`config.mk`:
```
export PLATFORM = sky130hd
export DESIGN_NAME = bp_network_deserializer
export DESIGN_NICKNAME = d
export VERILOG_FILES = /design/src/rtl/bp_network_deserializer.sv
export SDC_FILE = /design/constraint.sdc
export NUM_CORES = 1
export LEC_CHECK = 0
export ABC_CLOCK_PERIOD_IN_PS = 1800
export BUFFER_PORTS_ARGS = -buffer_cell sky130_fd_sc_hd__buf_4
export CAP_MARGIN = 20
export CORE_MARGIN = 2
export CORE_UTILIZATION = 45
export CTS_BUF_LIST = sky130_fd_sc_hd__clkbuf_4
export CTS_CLUSTER_DIAMETER = 150
export CTS_CLUSTER_SIZE = 40
export DETAILED_ROUTE_END_ITERATION = 6
export GPL_TIMING_DRIVEN = 0
export PLACE_DENSITY = 0.79
export SYNTH_ARGS = -nofsm -noshare
export SYNTH_HDL_FRONTEND = slang
export SYNTH_SLANG_ARGS = --single-unit
```
`constraint.sdc`:
```
create_clock -name clk_i -period 1.8 [get_ports clk_i]
set_input_delay 0.45 -clock clk_i [delete_from_list [all_inputs] [get_ports clk_i]]
set_output_delay 0.45 -clock clk_i [all_outputs]
set_load 0.005 [all_outputs]
```
`src/rtl/bp_network_deserializer.sv`:
```
// Reassembles num_packets_p header-tagged flits into one message and holds it
// until the consumer takes it with yumi_i; the headers of all flits are cross-checked.
module bp_network_deserializer #(
    parameter int num_dest            = 4,
    parameter int num_src             = 4,
    parameter int source_data_width_p = 20,
    parameter int packet_data_width_p = 8,
    localparam int dest_id_width_p    = (num_dest > 1) ? $clog2(num_dest) : 1,
    localparam int src_id_width_p     = (num_src > 1) ? $clog2(num_src) : 1,
    localparam int total_i_data_width = packet_data_width_p + dest_id_width_p + src_id_width_p
) (
    input  logic                           clk_i,
    input  logic                           reset_i,
    input  logic                           valid_i,
    input  logic [total_i_data_width-1:0]  data_i,
    output logic                           ready_o,
    output logic                           valid_o,
    output logic [source_data_width_p-1:0] data_o,
    output logic [dest_id_width_p-1:0]     dest_id_o,
    output logic [src_id_width_p-1:0]      src_id_o,
    output logic                           hdr_err_o,
    input  logic                           yumi_i
);

    localparam int num_packets_p = (source_data_width_p + packet_data_width_p - 1) / packet_data_width_p;
    localparam int cnt_width_lp  = (num_packets_p > 1) ? $clog2(num_packets_p) : 1;
    localparam int hdr_width_lp  = dest_id_width_p + src_id_width_p;

    typedef enum logic {eRecv, eFull} state_e;

    state_e                          state_r;
    state_e                          state_n;
    logic [cnt_width_lp-1:0]         cnt_r;
    logic [source_data_width_p-1:0]  buf_r;
    logic [hdr_width_lp-1:0]         hdr;
    logic [packet_data_width_p-1:0]  payload;
    logic                            accept;
    logic                            last;

    assign hdr     = data_i[total_i_data_width-1 -: hdr_width_lp];
    assign payload = data_i[packet_data_width_p-1:0];
    assign accept  = valid_i && (state_r == eRecv);
    assign last    = (cnt_r == cnt_width_lp'(num_packets_p - 1));
    assign data_o  = buf_r;

    always_ff @(posedge clk_i or posedge reset_i) begin
        if (reset_i) begin
            state_r   <= eRecv;
            cnt_r     <= '0;
            hdr_err_o <= 1'b0;
            dest_id_o <= '0;
            src_id_o  <= '0;
        end else begin
            state_r <= state_n;
            if (accept) begin
                cnt_r <= last ? '0 : cnt_r + cnt_width_lp'(1);
                // The first flit defines the reference header for the whole message
                if (cnt_r == '0) begin
                    dest_id_o <= hdr[hdr_width_lp-1 -: dest_id_width_p];
                    src_id_o  <= hdr[src_id_width_p-1:0];
                    hdr_err_o <= 1'b0;
                end else if (hdr != {dest_id_o, src_id_o}) begin
                    hdr_err_o <= 1'b1;
                end
            end
        end
    end

    always_comb begin
        state_n = state_r;
        ready_o = 1'b0;
        valid_o = 1'b0;
        case (state_r)
            eRecv: begin
                ready_o = 1'b1;
                if (valid_i && last) state_n = eFull;
            end
            eFull: begin
                valid_o = 1'b1;
                if (yumi_i) state_n = eRecv;
            end
            default: state_n = eRecv;
        endcase
    end

    // Only the bits of each slice that fall inside the message are stored;
    // padding of the top flit is dropped on the way in.
    for (genvar k = 0; k < num_packets_p; k++) begin : g_slice
        localparam int lo = k * packet_data_width_p;
        localparam int w  = (source_data_width_p - lo < packet_data_width_p)
                            ? (source_data_width_p - lo) : packet_data_width_p;

        always_ff @(posedge clk_i or posedge reset_i) begin
            if (reset_i) begin
                buf_r[lo +: w] <= '0;
            end else if (accept && (cnt_r == cnt_width_lp'(k))) begin
                buf_r[lo +: w] <= payload[w-1:0];
            end
        end
    end

endmodule

```
==> results.sh <==
export IMPL_grt_antenna_before_repair=0
export IMPL_track_usage=0.147
export IMPL_postCtsSetupBuffers=0
export IMPL_netlist_instances=69
export IMPL_ys_ff_latch=28
export IMPL_yosysWarnings=0
export IMPL_yosysSeqAreaShare=0.624
export IMPL_hold_path_class="in -> async"
export IMPL_detail_route_antenna_nets=0
export IMPL_path_clk_slew_ns=0.14
export IMPL_die_h_um=54.0
export IMPL_syn_area_um2=1120
export IMPL_cts_buffers=3
export IMPL_slew_headroom=0.649
export IMPL_nets=133
export IMPL_synth_avg_cell_area_um2=16.3
export IMPL_diodes=0
export IMPL_routed_wl_um=2050
export IMPL_regArea_um2=701
export IMPL_worstSetupPathType="reg -> reg"
export IMPL_cp_arrival_ns=1.83
export IMPL_gp_congestion=0.664
export IMPL_fp_dieArea_um2=2910
export IMPL_setup_viol=0
export IMPL_worstSetupEndpointType="flop"
export IMPL_peakVddDrop_mv=1.01
export IMPL_max_freq_mhz=617
export IMPL_tightestPinTransition_ns=0.526
export IMPL_required_ns=2.01
export IMPL_maxCapViolCount=0
export IMPL_crit_reg2reg_launch="state_r"
export IMPL_clk_latency_ns=0.32
export IMPL_drive_gt1_frac=0.647
export IMPL_drt_iter0_drc=5
export IMPL_finalCritPeriodShare=0.901
export IMPL_grt_max_degree=29
export IMPL_core_area_um2=2410
export IMPL_grt_pass1_vias=693
export IMPL_cts_resized=0
export IMPL_r2r_slack_ns=0.18
export IMPL_root_buffer="clkbuf_4"
export IMPL_hold_slack_ns=0.145
export IMPL_synth_cell_type_count=13
export IMPL_reg2reg_depth=3
export IMPL_power_density_nw_per_um2=1670
export IMPL_clock_sinks=28
export IMPL_power_leakage_uw=0.000725
export IMPL_rows=18
export IMPL_io_buffers=42
export IMPL_grt_overflow=0
export IMPL_num_io_pins=43
export IMPL_fill_cells=186
export IMPL_final_hold_viol_count=0
export IMPL_cts_path_max_buffers=2
export IMPL_multi_input_area_um2=404
export IMPL_period_minus_slack_ns=1.62
export IMPL_vias=720
export IMPL_grt_setup_unrepaired="false"
export IMPL_drt_pass1_iterations=4
export IMPL_tritoncts="built"
export IMPL_postCtsHoldBufs=0
export IMPL_area_delta_synth_final_pct=36.2
export IMPL_grt_pass1_wl_um=3020
export IMPL_wire_per_inst_um=14.0
export IMPL_viasPerCell=4.93
export IMPL_rr_endpoint="data_o[14]"
export IMPL_synth_nets=85
export IMPL_finalSetupTns_ns=0
export IMPL_startpoint_type="flop"
export IMPL_outcome="completed"
export IMPL_clock_skew_ns=0.00659
export IMPL_drcViolationCount=0
export IMPL_die_w_um=54.0
export IMPL_final_max_slew_viol_count=0
export IMPL_start_util=0.466
export IMPL_crit_fanout=9
export IMPL_h_tree_depth=1
==> through the flow <==
stage | cell area, um^2 | std cells | power, uW | util | worst slack [ns]
after floorplan | 1120 | 69 | 1730 | - | 0.372
after global placement | 1480 | 141 | 2290 | 0.613 | 0.153
after detailed placement | 1480 | 141 | 2340 | 0.613 | 0.138
after CTS | 1500 | 145 | 2590 | 0.624 | 0.161
after global routing | 1530 | 146 | 2740 | 0.635 | 0.0804
final | 1530 | 146 | 2560 | 0.635 | 0.179
==> logic make-up after synthesis <==
kind of cell           share of synthesized area
AND/OR/NAND/NOR                           0.0546
multiplexers                               0.241
buffers and inverters                     0.0167
AO/OA/AOI/OAI                             0.0334
XOR/XNOR                                  0.0312
flip-flops                                 0.624
==> synth_stat cells, drive strengths merged <==
cell | n | area [um^2]
nor3 | 1 | 16.3
nor3b | 2 | 31.3
mux2 | 24 | 270
o21bai | 1 | 7.51
a41o | 1 | 10.0
nand2b | 1 | 13.8
buf | 1 | 7.51
dfrtp | 28 | 701
xnor2 | 4 | 35.0
a21o | 2 | 15.0
inv | 3 | 11.3
a21oi | 1 | 5.00
==> cell usage in the layout (no fill, tap or decap), types with 2 or more instances in the layout <==
cell type,Yosys,layout
mux2_2,24,24
clkbuf_4,0,3
xnor2_1,4,4
a21o_1,2,2
dfrtp_1,28,28
inv_1,3,3
buf_4,1,43
==> worst max path at each step <==
stage,to,startpoint
after floorplan,data_o[10],state_r
after global placement,data_o[15],valid_i
after detailed placement,data_o[9],valid_i
after CTS,data_o[14],state_r
after global routing,data_o[9],state_r
final,data_o[14],state_r
==> flip-flops by register name, indices dropped and copies added, names as in the netlist <==
name,count
dest_id_o,2
state_r,1
data_o,20
cnt_r,2
hdr_err_o,1
src_id_o,2
==> metal layers <==
metal / global-route usage / vias to the layer above / share of wire
li1: - / 335 / -
met5: 0 / - / 0
met2: 0.246 / 29 / 0.51
met3: 0.0306 / 2 / 0.072
met1: 0.185 / 354 / 0.41
met4: 0.0625 / 0 / 0.0064
==> report_power, final <==
part           switching (uW)  leakage [uW]  internal (uW)  total (uW)
clock                     169     0.0000154           81.0         250
combinational             374      0.000376            774        1150
sequential                216      0.000333            947        1160
total                     758      0.000725           1800        2560
==> critical path, cell delays in order (launching register included) <==
cell and delay (ns):
dfrtp_1 0.43, nand2b_4 0.20, nor3b_4 0.49, mux2_2 0.40
==> final cells by class <==
| class | instances | area share |
|---|---|---|
| inverters | 3 | 0.00736 |
| repair buffers | 43 | 0.224 |
| plain buffers | 1 | 0.00491 |
| well taps | 30 | 0.0245 |
| clock inverters | 1 | 0.00245 |
| flip-flops and latches | 28 | 0.458 |
| clock buffers | 3 | 0.0147 |
| multi-input cells | 37 | 0.264 |
(Power assumes the default switching activity.)
